===== config.mk =====
export PLATFORM = sky130hd
export DESIGN_NAME = decode_issue_fifo
export DESIGN_NICKNAME = d
export VERILOG_FILES = /design/src/rtl/decode_issue_fifo.sv
export SDC_FILE = /design/constraint.sdc
export NUM_CORES = 1
export LEC_CHECK = 0
export ABC_AREA = 1
export CORE_ASPECT_RATIO = 1.1
export CORE_MARGIN = 2
export CORE_UTILIZATION = 40
export CTS_CLUSTER_DIAMETER = 200
export DETAILED_ROUTE_END_ITERATION = 7
export GPL_TIMING_DRIVEN = 0
export PLACE_DENSITY = 0.68
export SYNTH_ARGS = -nofsm -noshare
export SYNTH_HDL_FRONTEND = slang
export SYNTH_SLANG_ARGS = --single-unit
export TNS_END_PERCENT = 30

===== constraint.sdc =====
create_clock -name clk_i -period 6.5 [get_ports clk_i]
set_input_delay 1.3 -clock clk_i [delete_from_list [all_inputs] [get_ports clk_i]]
set_output_delay 1.3 -clock clk_i [all_outputs]
set_load 0.02 [all_outputs]

===== src/rtl/decode_issue_fifo.sv =====
// decode_issue_fifo
// Decoupling queue between decode and issue. Holds decoded scoreboard
// entries together with the original instruction word and a ctrl-flow flag.
// Circular buffer of DEPTH entries (any DEPTH in 2..16); pointers wrap
// explicitly from DEPTH-1 to 0. There is no bypass path, so an entry pushed
// in one cycle is first presented in the next.
//
// Handshake: a transfer happens on a rising clk_i edge where valid and ready
// are both high. The upstream side pushes on in_valid_i & in_ready_o. The
// downstream side pops on out_valid_o & out_ack_i. in_ready_o depends only on
// occupancy, and out_valid_o only on occupancy and stall_i. A full queue
// refuses input even while the head is being popped. out_ack_i is ignored
// while out_valid_o is low.
//
// flush_i synchronously empties the queue. It takes priority over a
// same-cycle push or pop. A pushed entry in that cycle is consumed from
// decode's point of view, but it is discarded.
//
// Optional build macro DECODE_ISSUE_FIFO_PERF_EN adds two performance outputs:
// hwm_o is the occupancy high-water mark, and stall_cnt_o counts refused-input
// cycles and saturates.
module decode_issue_fifo #(
  parameter  int DATA_WIDTH = 64,
  parameter  int DEPTH      = 4,
  localparam int CW         = $clog2(DEPTH + 1)
) (
  input  logic                  clk_i,
  input  logic                  rst_i,
  input  logic                  flush_i,
  input  logic                  stall_i,
  input  logic                  in_valid_i,
  output logic                  in_ready_o,
  input  logic [DATA_WIDTH-1:0] in_data_i,
  input  logic [31:0]           in_instr_i,
  input  logic                  in_ctrl_flow_i,
  output logic                  out_valid_o,
  output logic [DATA_WIDTH-1:0] out_data_o,
  output logic [31:0]           out_instr_o,
  output logic                  out_ctrl_flow_o,
  input  logic                  out_ack_i,
  output logic [CW-1:0]         count_o,
  output logic                  full_o
`ifdef DECODE_ISSUE_FIFO_PERF_EN
  ,
  output logic [CW-1:0]         hwm_o,
  output logic [31:0]           stall_cnt_o
`endif
);

  localparam int            PW       = $clog2(DEPTH);
  localparam logic [PW-1:0] LAST_PTR = PW'(DEPTH - 1);
  localparam logic [CW-1:0] DEPTH_C  = CW'(DEPTH);

  typedef struct packed {
    logic                  ctrl_flow;
    logic [31:0]           instr;
    logic [DATA_WIDTH-1:0] data;
  } entry_t;

  entry_t        mem [DEPTH];
  logic [PW-1:0] wr_ptr;
  logic [PW-1:0] rd_ptr;
  logic [PW-1:0] wr_ptr_next;
  logic [PW-1:0] rd_ptr_next;
  logic [CW-1:0] count;
  logic [CW-1:0] count_next;
  logic          push;
  logic          pop;
  entry_t        head;

  // Explicit wrap so non-power-of-two depths stay within the storage array.
  function automatic logic [PW-1:0] ptr_inc(input logic [PW-1:0] p);
    return (p == LAST_PTR) ? '0 : p + PW'(1);
  endfunction

  assign in_ready_o  = (count != DEPTH_C);
  assign out_valid_o = (count != '0) && !stall_i;
  assign push        = in_valid_i && in_ready_o;
  assign pop         = out_valid_o && out_ack_i;

  assign head            = mem[rd_ptr];
  assign out_data_o      = head.data;
  assign out_instr_o     = head.instr;
  assign out_ctrl_flow_o = head.ctrl_flow;
  assign count_o         = count;
  assign full_o          = (count == DEPTH_C);

  // Next pointers and occupancy; flush wins over any push or pop this cycle.
  always_comb begin
    wr_ptr_next = wr_ptr;
    rd_ptr_next = rd_ptr;
    count_next  = count;
    if (push) begin
      wr_ptr_next = ptr_inc(wr_ptr);
    end
    if (pop) begin
      rd_ptr_next = ptr_inc(rd_ptr);
    end
    case ({push, pop})
      2'b10:   count_next = count + CW'(1);
      2'b01:   count_next = count - CW'(1);
      default: count_next = count;
    endcase
    if (flush_i) begin
      wr_ptr_next = '0;
      rd_ptr_next = '0;
      count_next  = '0;
    end
  end

  // Pointer and occupancy registers, cleared immediately by reset.
  always_ff @(posedge clk_i or posedge rst_i) begin
    if (rst_i) begin
      wr_ptr <= '0;
      rd_ptr <= '0;
      count  <= '0;
    end else begin
      wr_ptr <= wr_ptr_next;
      rd_ptr <= rd_ptr_next;
      count  <= count_next;
    end
  end

  // Entry storage is not reset; a push that coincides with a flush is not written.
  always_ff @(posedge clk_i) begin
    if (push && !flush_i) begin
      mem[wr_ptr] <= '{ctrl_flow: in_ctrl_flow_i, instr: in_instr_i, data: in_data_i};
    end
  end

`ifdef DECODE_ISSUE_FIFO_PERF_EN
  logic [CW-1:0] hwm_q;
  logic [31:0]   stall_cnt_q;

  // High-water mark tracks the occupancy being loaded, so hwm_o >= count_o always;
  // refused-input cycles are counted with saturation. Only reset clears these.
  always_ff @(posedge clk_i or posedge rst_i) begin
    if (rst_i) begin
      hwm_q       <= '0;
      stall_cnt_q <= '0;
    end else begin
      if (count_next > hwm_q) begin
        hwm_q <= count_next;
      end
      if (in_valid_i && !in_ready_o && (stall_cnt_q != 32'hFFFF_FFFF)) begin
        stall_cnt_q <= stall_cnt_q + 32'd1;
      end
    end
  end

  assign hwm_o       = hwm_q;
  assign stall_cnt_o = stall_cnt_q;
`endif

  a_count_le_depth: assert property (@(posedge clk_i) disable iff (rst_i)
    count <= DEPTH_C);
  a_no_push_full: assert property (@(posedge clk_i) disable iff (rst_i)
    push |-> (count != DEPTH_C));
  a_no_pop_empty: assert property (@(posedge clk_i) disable iff (rst_i)
    pop |-> (count != '0));

endmodule


==> impl_metrics.ini, run 1 <==
[status]
status = finished clean

[critical_path]
crit-reg2reg-capture = mem[2][31]
cp-end-kind = output pin
crit_fanout = 10
r2r_start = count_o[0]
path_class = reg2out
startpoint_type = flop
path_cells = inv_2, buf_2, buf_2, o21ai_1, o22ai_1, clkdlybuf4s50_1
endpoint = out_instr_o[19]
cp_slowest_cell = clkdlybuf4s50_1
cp_data_arrival_time_ns = 3.07
cp_slowest_stage_delay_ns = 0.65
required_ns = 5.20
ff2ff_path_depth = 8
crit_start = rd_ptr[1]
r2r_setup_slack_ns = 3.77
path_common_cell = buf_2

[placed_design]
placed_area_mm2 = 0.01780
portBuffers = 205
dp_hpwl_mm = 23.01
globalplace.congestion = 0.7391
dpl.cell_count = 1708
place_ws_ns = 2.571

[cts]
cts_buffer_depth = 3
root_buffer = clkbuf_16
cts.reportedPaths.clkPinSlew_ns = 0.06
cts_made_buffers = 41
cts_setup_buffers = 0
cts_max_level = 2
clkLatencyLatePin_ns = 0.53
clock_sinks = 395
tritoncts = built
cts.repair.resized = 0
hold_buffers = 0

[global_route]
grt_pass1_vias = 9437
track_usage = 0.1870
grt_pass1_wl_mm = 55.26
grt_max_degree = 29
grt_antenna_before_repair = 4
globalRoute.totalOverflow = 0

[synthesis]
synth_nets = 1110
ys_ff_latch = 395
synth_ff_type = edfxtp_1
async_flop_share = 0.01772
synth_edf_count = 388
syn_area_mm2 = 0.01483
avgSynthCellArea_um2 = 14.80
synth.distinct_cells = 27
seq_area_frac_synth = 0.7974
yosysWarningCount = 0
netlist_instances = 1002

[final_layout]
final_area_mm2 = 0.01908
fillers = 3042
drive_gt1_frac = 0.09140
nNetsFinal = 1372
area_growth_pct = 28.63
fin_util = 0.5247
most-common-layout-cells = edfxtp_1 (388), clkdlybuf4s50_1 (205), nor2_1 (196), o21ai_0 (164), o22ai_1 (98)
layout_commonest_cell = edfxtp_1
stdcell_count = 1779

[route]
first_pass_iters = 5
final_antenna_net_count = 0
wl_per_cell_um = 20.69
drc = 0
drt-vias-per-instance = 5.272
wirelength_mm = 36.82
drtIter0Drc = 696
num_vias = 9378

[pwr]
power_frac_clock = 0.382
sw_frac_of_total = 0.2325
powerDensity_mw_per_mm2 = 305.2
power.leakage_nw = 6.364
vdd_drop_max_uv = 303.1
p_comb_frac = 0.119
p_switching_mw = 1.353
p_seq_frac = 0.499
p_int_mw = 4.468

[floorplanning]
floorplan.initialDensity = 0.4080
ios = 206
die_x_um = 187.6
core_area_mm2 = 0.03635
fp-row-count = 73
fp.dieH_um = 206.0
dieArea_mm2 = 0.03863

[sta]
skew_ns = 0.02006
min_period_ns = 4.367
worst_slew_pin_slew_ns = 0.8804
whs_ns = 0.6009
slew_headroom = 0.4117
fin_crit_sh = 0.6718
setup_viol = 0
setup_ws_ns = 2.133
fmax_mhz = 229.0
hold_viol_final = 0
rsz0062_at_grt = no
slew_viol_final = 0

[min_path]
holdPathStages = 2
hold_class = reg2reg

[job]
cap_violations = 0
==> critical path: cells and delay by family (launching register included) <==
| family | cells | cell delay, ns |
|---|---|---|
| buffers and inverters | 4 | 1.65 |
| AO/OA/AOI/OAI | 2 | 0.30 |
| flip-flops | 1 | 0.59 |
==> area by class of cell <==
class / instances / area (µm²) / share of cell area
clock buffers: 48 / 1074 / 0.05628
flip-flops and latches: 395 / 11830 / 0.6200
multi-input cells: 530 / 2609 / 0.1368
well taps: 487 / 609.3 / 0.03194
clock inverters: 22 / 197.7 / 0.01036
plain buffers: 62 / 366.6 / 0.01922
repair buffers: 219 / 2332 / 0.1223
inverters: 15 / 58.81 / 0.003083
diodes: 1 / 2.502 / 0.0001312
==> cells by family (layout without fill, tap and decap cells) <==
kind of cell | count (synthesis) | after routing | share of synthesized area
flops | 395 | 395 | 0.7974
compound gates | 298 | 298 | 0.1093
simple gates | 225 | 225 | 0.05872
buf+inv | 77 | 366 | 0.02868
fa+ha+maj | 5 | 5 | 0.004725
xor+xnor | 2 | 2 | 0.001181
other cells | 0 | 1 | 0
==> power by group through the flow <==
stage	clock [mW]	combinational [mW]	sequential [mW]
after floorplan	0	0.319	2.97
after global placement	0	0.674	2.98
after detailed placement	0	0.701	2.96
after CTS	2.26	0.705	2.91
after global routing	2.37	0.744	2.91
final	2.22	0.694	2.90
==> cells in the mapped netlist (2+ instances only) <==
master / number / area [µm²]
buf_2: 14 / 70.07
edfxtp_1: 388 / 11650
nand2_1: 17 / 63.81
buf_4: 2 / 15.01
o21ai_0: 164 / 820.8
clkbuf_2: 3 / 15.01
inv_2: 2 / 7.510
o22ai_1: 98 / 613.1
nor2_2: 2 / 12.51
nor2_1: 200 / 750.7
ha_1: 4 / 50.05
nand2_2: 2 / 12.51
a21oi_1: 2 / 10.01
nand3_1: 2 / 10.01
clkbuf_1: 29 / 108.9
dfrtp_1: 7 / 175.2
buf_6: 14 / 157.7
o21ai_1: 32 / 160.2
inv_1: 12 / 45.04
==> registers in the layout, summed over array words and instances (netlist names) <==
register,cells
rd_ptr,2
wr_ptr,2
mem,388
count_o,3
==> worst min-delay path by stage <==
stage               startpoint          to  slack [ns]
detailed placement  count_o[1]  count_o[1]        0.59
floorplan            wr_ptr[1]   wr_ptr[1]        0.58
global placement    count_o[1]  count_o[1]        0.57
global route        count_o[1]  count_o[1]        0.66
finish              count_o[1]  count_o[1]        0.60
CTS                 count_o[1]  count_o[1]        0.60
==> per-stage QoR <==
step           total power [mW]  setup TNS, ns
2_1_floorplan             3.288              0
3_3_place_gp              3.653       -1408.98
3_5_place_dp              3.659              0
4_1_cts                   5.873              0
5_1_grt                   6.026              0
6_report                  5.821              0
==> routing by layer <==
| metal | GRT usage | vias up | share of wire |
|---|---|---|---|
| met1 | 0.2384 | 4709 | 0.42 |
| met2 | 0.3238 | 285 | 0.49 |
| met5 | 0 | - | 0.0012 |
| li1 | - | 4312 | - |
| met3 | 0.04245 | 66 | 0.062 |
| met4 | 0.04949 | 6 | 0.019 |
No activity file was read; power rests on OpenSTA's default activity.
==> run 2: changes to the inputs <==
--- a/config.mk
+++ b/config.mk
@@ -12,7 +12,7 @@
 export CTS_CLUSTER_DIAMETER = 200
 export DETAILED_ROUTE_END_ITERATION = 7
 export GPL_TIMING_DRIVEN = 0
-export PLACE_DENSITY = 0.68
+export PLACE_DENSITY = 0.71
 export SYNTH_ARGS = -nofsm -noshare
 export SYNTH_HDL_FRONTEND = slang
 export SYNTH_SLANG_ARGS = --single-unit
==> constraint.sdc (replaced) <==
create_clock -name clk_i -period 3.9 [get_ports clk_i]
set_input_delay 0.78 -clock clk_i [delete_from_list [all_inputs] [get_ports clk_i]]
set_output_delay 0.78 -clock clk_i [all_outputs]
set_load 0.02 [all_outputs]
==> impl_metrics.ini, run 2 (synthesis results as in run 1) <==
[cts]
clkLatencyLatePin_ns = 0.53
hold_buffers = 0
clock_sinks = 395
cts_made_buffers = 40
cts_buffer_depth = 3
cts_max_level = 2
cts.reportedPaths.clkPinSlew_ns = 0.06
cts_setup_buffers = 0
root_buffer = clkbuf_16
tritoncts = built

[final_layout]
nNetsFinal = 1371
area_growth_pct = 28.52
largest-register = mem
multi_input_area_mm2 = 0.002609
seq_area_mm2 = 0.01183
layout_commonest_cell = edfxtp_1
insertedDiodeCount = 0
stdcell_count = 1780
drive_gt1_frac = 0.09049
largest_register_ffs = 388
most-common-layout-cells = edfxtp_1 (388), clkdlybuf4s50_1 (205), nor2_1 (196), o21ai_0 (164), o22ai_1 (98)
fillers = 3017

[sta]
hold_viol_final = 0
fin_crit_sh = 0.9501
slew_headroom = 0.4310
fmax_mhz = 269.9
whs_ns = 0.5531
min_period_ns = 3.705
worst_slew_pin_slew_ns = 0.8515
slew_viol_final = 0
rsz0062_at_grt = no
setup_viol = 0
skew_ns = 0.01432

[critical_path]
cp_slowest_cell = clkdlybuf4s50_1
crit_buf_inv = 5
path_class = reg2out
critical_path.top_delay_family = buffers and inverters
crit_fanout = 10
cp_data_arrival_time_ns = 2.93
required_ns = 3.12
cp-end-kind = output pin
path_cells = buf_6, inv_4, buf_6, buf_6, nor2_1, o22ai_1, clkdlybuf4s50_1
startpoint_type = flop
path_common_cell = buf_6
cp_slowest_stage_delay_ns = 0.68

[global_route]
met2_usage = 0.3135
grt_max_degree = 30
grt_pass1_vias = 9381
grt_antenna_before_repair = 2
grt_pass1_wl_mm = 55.40
globalRoute.totalOverflow = 0
grt_use_met1 = 0.2461
met3_usage = 0.04500
track_usage = 0.1888
busiest_layer = met2

[floorplanning]
dieArea_mm2 = 0.03863
core_area_mm2 = 0.03635
fp-row-count = 73
fp.dieH_um = 206.0
die_x_um = 187.6
floorplan.initialDensity = 0.4080
ios = 206

[route]
final_antenna_net_count = 0
num_vias = 9225
wirelength_mm = 36.70
wl_per_cell_um = 20.62
drt-vias-per-instance = 5.183
first_pass_iters = 5
drc = 0
drtIter0Drc = 868

[pwr]
power_mw = 9.609
powerDensity_mw_per_mm2 = 504.1
power.leakage_nw = 6.349
vdd_drop_max_uv = 406.0

[status]
status = finished clean

[placed_design]
globalplace.congestion = 0.7336
dpl.cell_count = 1708
dp_hpwl_mm = 22.75
portBuffers = 205

[min_path]
hold_class = in2async

[job]
cap_violations = 0
run 2: layer usage:
| metal | wire length, µm | vias up |
|---|---|---|
| li1 | - | 4300 |
| met1 | 15370 | 4569 |
| met2 | 17920 | 300 |
| met3 | 2506 | 52 |
| met4 | 862 | 4 |
| met5 | 30 | - |
run 2: path summary, 6_finish.rpt:
check | start | to | slack (ns) | depth (start not counted)
setup / recovery | rd_ptr[0] | out_data_o[42] | 0.19 | 7
setup reg to reg | count_o[0] | mem[0][34] | 1.26 | 8
hold reg to reg | count_o[1] | count_o[1] | 0.60 | 2
min in group clk_i | count_o[1] | count_o[1] | 0.60 | 2
hold / removal | rst_i | wr_ptr[0] | 0.55 | 2
max in group asynchronous | rst_i | rd_ptr[1] | 3.10 | 2
run 2: final cells by class:
type / count / area share
clock buffers: 57 / 0.05803
multi-input cells: 530 / 0.1369
repair buffers: 219 / 0.1235
inverters: 15 / 0.003216
clock inverters: 15 / 0.006433
flip-flops and latches: 395 / 0.6205
well taps: 487 / 0.03197
plain buffers: 62 / 0.01943
run 2: repair_timing:
item	CTS	global route
endpoints found under the setup margin	6	11
resized for setup	1	7
pin swaps	0	0
run 2: per-stage QoR:
step	setup WS [ns]	setup TNS, ns	area (µm²)	util
after floorplan	-0.1668	-64.71	14840	-
after global placement	-2.834	-1063.35	17500	0.4814
after detailed placement	0.5392	0	17820	0.4903
after CTS	0.04132	0	19060	0.5242
after global routing	0.0003870	0	19060	0.5243
final	0.1946	0	19060	0.5243
run 2: report_power, final:
group          switching, mW  internal (mW)
Sequential            0.0375           4.80
Combinational          0.678          0.477
Clock                   1.51           2.10
==> run 3: changes to the inputs <==
--- a/config.mk
+++ b/config.mk
@@ -8,11 +8,12 @@
 export ABC_AREA = 1
 export CORE_ASPECT_RATIO = 1.1
 export CORE_MARGIN = 2
-export CORE_UTILIZATION = 40
+export CORE_UTILIZATION = 49
 export CTS_CLUSTER_DIAMETER = 200
 export DETAILED_ROUTE_END_ITERATION = 7
 export GPL_TIMING_DRIVEN = 0
-export PLACE_DENSITY = 0.71
+export PLACE_DENSITY = 0.83
+export SKIP_LAST_GASP = 1
 export SYNTH_ARGS = -nofsm -noshare
 export SYNTH_HDL_FRONTEND = slang
 export SYNTH_SLANG_ARGS = --single-unit
==> constraint.sdc (replaced) <==
create_clock -name clk_i -period 3.9 [get_ports clk_i]
set_input_delay 0.78 -clock clk_i [delete_from_list [all_inputs] [get_ports clk_i]]
set_output_delay 0.78 -clock clk_i [all_outputs]
set_load 0.1 [all_outputs]
==> impl_metrics.ini, run 3 (synthesis results as in run 1) <==
[critical_path]
cp_data_arrival_time_ns = 3.35
path_class = reg2out
cp-end-kind = output pin
startpoint_type = flop
r2r_start = count_o[0]
crit-reg2reg-capture = mem[0][29]
ff2ff_path_depth = 8
crit_fanout = 10
r2r_setup_slack_ns = 1.13
required_ns = 3.12

[route]
num_vias = 9381
first_pass_iters = 5
met3_length_mm = 2.789
top_layer_used = met4
wl_met2_mm = 17.83
drc = 0
drtIter0Drc = 857
wirelength_mm = 35.36
routedLengthMet1_mm = 14.05
final_antenna_net_count = 0
wl_per_cell_um = 21.24
drt-vias-per-instance = 5.634

[sta]
fmax_mhz = 241.8
hold_viol_final = 0
rsz0062_at_grt = yes
setup_ws_ns = -0.2349
slew_viol_final = 0
fin_crit_sh = 1.060
worst_slew_pin_slew_ns = 1.053
slew_headroom = 0.2957
whs_ns = 0.5048
skew_ns = 0.01265
min_period_ns = 4.135
setup_viol = 31
setup_tns_ns = -5.269

[placed_design]
portBuffers = 205
dp_hpwl_mm = 22.15
globalplace.congestion = 0.8080

[floorplanning]
die_x_um = 169.9
dieArea_mm2 = 0.03168
ios = 206
core_area_mm2 = 0.02965
floorplan.initialDensity = 0.5003
fp.dieH_um = 186.5
fp-row-count = 66

[final_layout]
drive_gt1_frac = 0.1187
layout_commonest_cell = edfxtp_1
fin_util = 0.6371
area_growth_pct = 27.36
nNetsFinal = 1368
largest-register = mem
largest_register_ffs = 388
most-common-layout-cells = edfxtp_1 (388), nor2_1 (196), o21ai_0 (164), clkdlybuf4s50_1 (138), o22ai_1 (98)

[job]
cap_violations = 0

[min_path]
hold_class = in2async

[global_route]
globalRoute.totalOverflow = 0
track_usage = 0.2236
grt_max_degree = 30
grt_antenna_before_repair = 1
grt_pass1_wl_mm = 54.38
grt_pass1_vias = 9722

[cts]
hold_buffers = 0
clkLatencyLatePin_ns = 0.52
clock_sinks = 395
cts_buffer_depth = 3
cts_max_level = 2
tritoncts = built
root_buffer = clkbuf_16
cts_made_buffers = 39
cts.reportedPaths.clkPinSlew_ns = 0.07

[pwr]
vdd_drop_max_uv = 410.9
powerDensity_mw_per_mm2 = 555.0
power.leakage_nw = 6.496

[status]
status = finished, violations left
failed_checks = setup timing
## run 3: changes by cell type in the layout (fill, tap and decap cells not counted), moves of 4 or more
cell,before,now
clkdlybuf4s50_1,205,138
clkdlybuf4s15_2,0,28
clkbuf_2,6,11
clkbuf_1,40,33
dlygate4sd2_1,0,19
dlymetal6s2s_1,0,12
inv_6,0,4
## run 3: what timing repair did
action / 4_1_cts / 5_1_grt
gates cloned: 0 / 0
gates resized for setup: 103 / 28
setup buffers: 0 / 0
endpoints found under the setup margin: 97 / 69
## run 3: how the worst max path moves through the flow
stage                          start               to  slack, ns  cells after the start
after global placement       flush_i       mem[3][28]      -2.67                      4
after detailed placement   rd_ptr[1]  out_instr_o[22]        0.1                      6
after floorplan           count_o[1]        mem[0][0]      -1.04                      6
final                      rd_ptr[1]   out_data_o[35]      -0.23                      5
after CTS                  rd_ptr[1]   out_data_o[40]      -0.29                      5
after global routing       rd_ptr[1]   out_data_o[11]      -0.37                      5
## run 3: cell type report
class,count,area [µm²]
inverter,15,58.81
clock buffer,43,991.0
buffer,62,366.6
sequential,395,11830
antenna,2,5.005
tap,374,467.9
clock inverter,27,270.3
multi-input combinational,530,2609
fill,2100,10760
timing repair buffer,217,2293
## run 3: per-layer routing
| layer | vias up | track usage |
|---|---|---|
| li1 | 4296 | - |
| met1 | 4637 | 0.2904 |
| met2 | 389 | 0.3786 |
| met3 | 59 | 0.05260 |
| met4 | 0 | 0.06279 |
| met5 | - | 0 |
## run 3: per-stage QoR
step	total power, mW	area [µm²]	instances	setup slack [ns]
2_1_floorplan	6.299	14840	1002	-1.035
3_3_place_gp	6.867	17360	1581	-2.666
3_5_place_dp	6.900	17620	1593	0.09567
4_1_cts	10.55	18890	1663	-0.2896
5_1_grt	10.81	18880	1663	-0.3698
6_report	10.48	18890	1665	-0.2349
## run 3: power breakdown
| part | internal, mW | switching, mW | total [mW] |
|---|---|---|---|
| clock | 2.17 | 1.54 | 3.71 |
| sequential | 4.80 | 0.0393 | 4.84 |
| combinational | 0.431 | 1.50 | 1.93 |
## run 3: worst max-delay path, cell delays in order (launching register included)
cell and delay, ns:
dfrtp_1 0.56, inv_2 0.33, clkbuf_1 0.40, o21ai_0 0.19, o22ai_1 0.18, clkdlybuf4s50_1 1.17
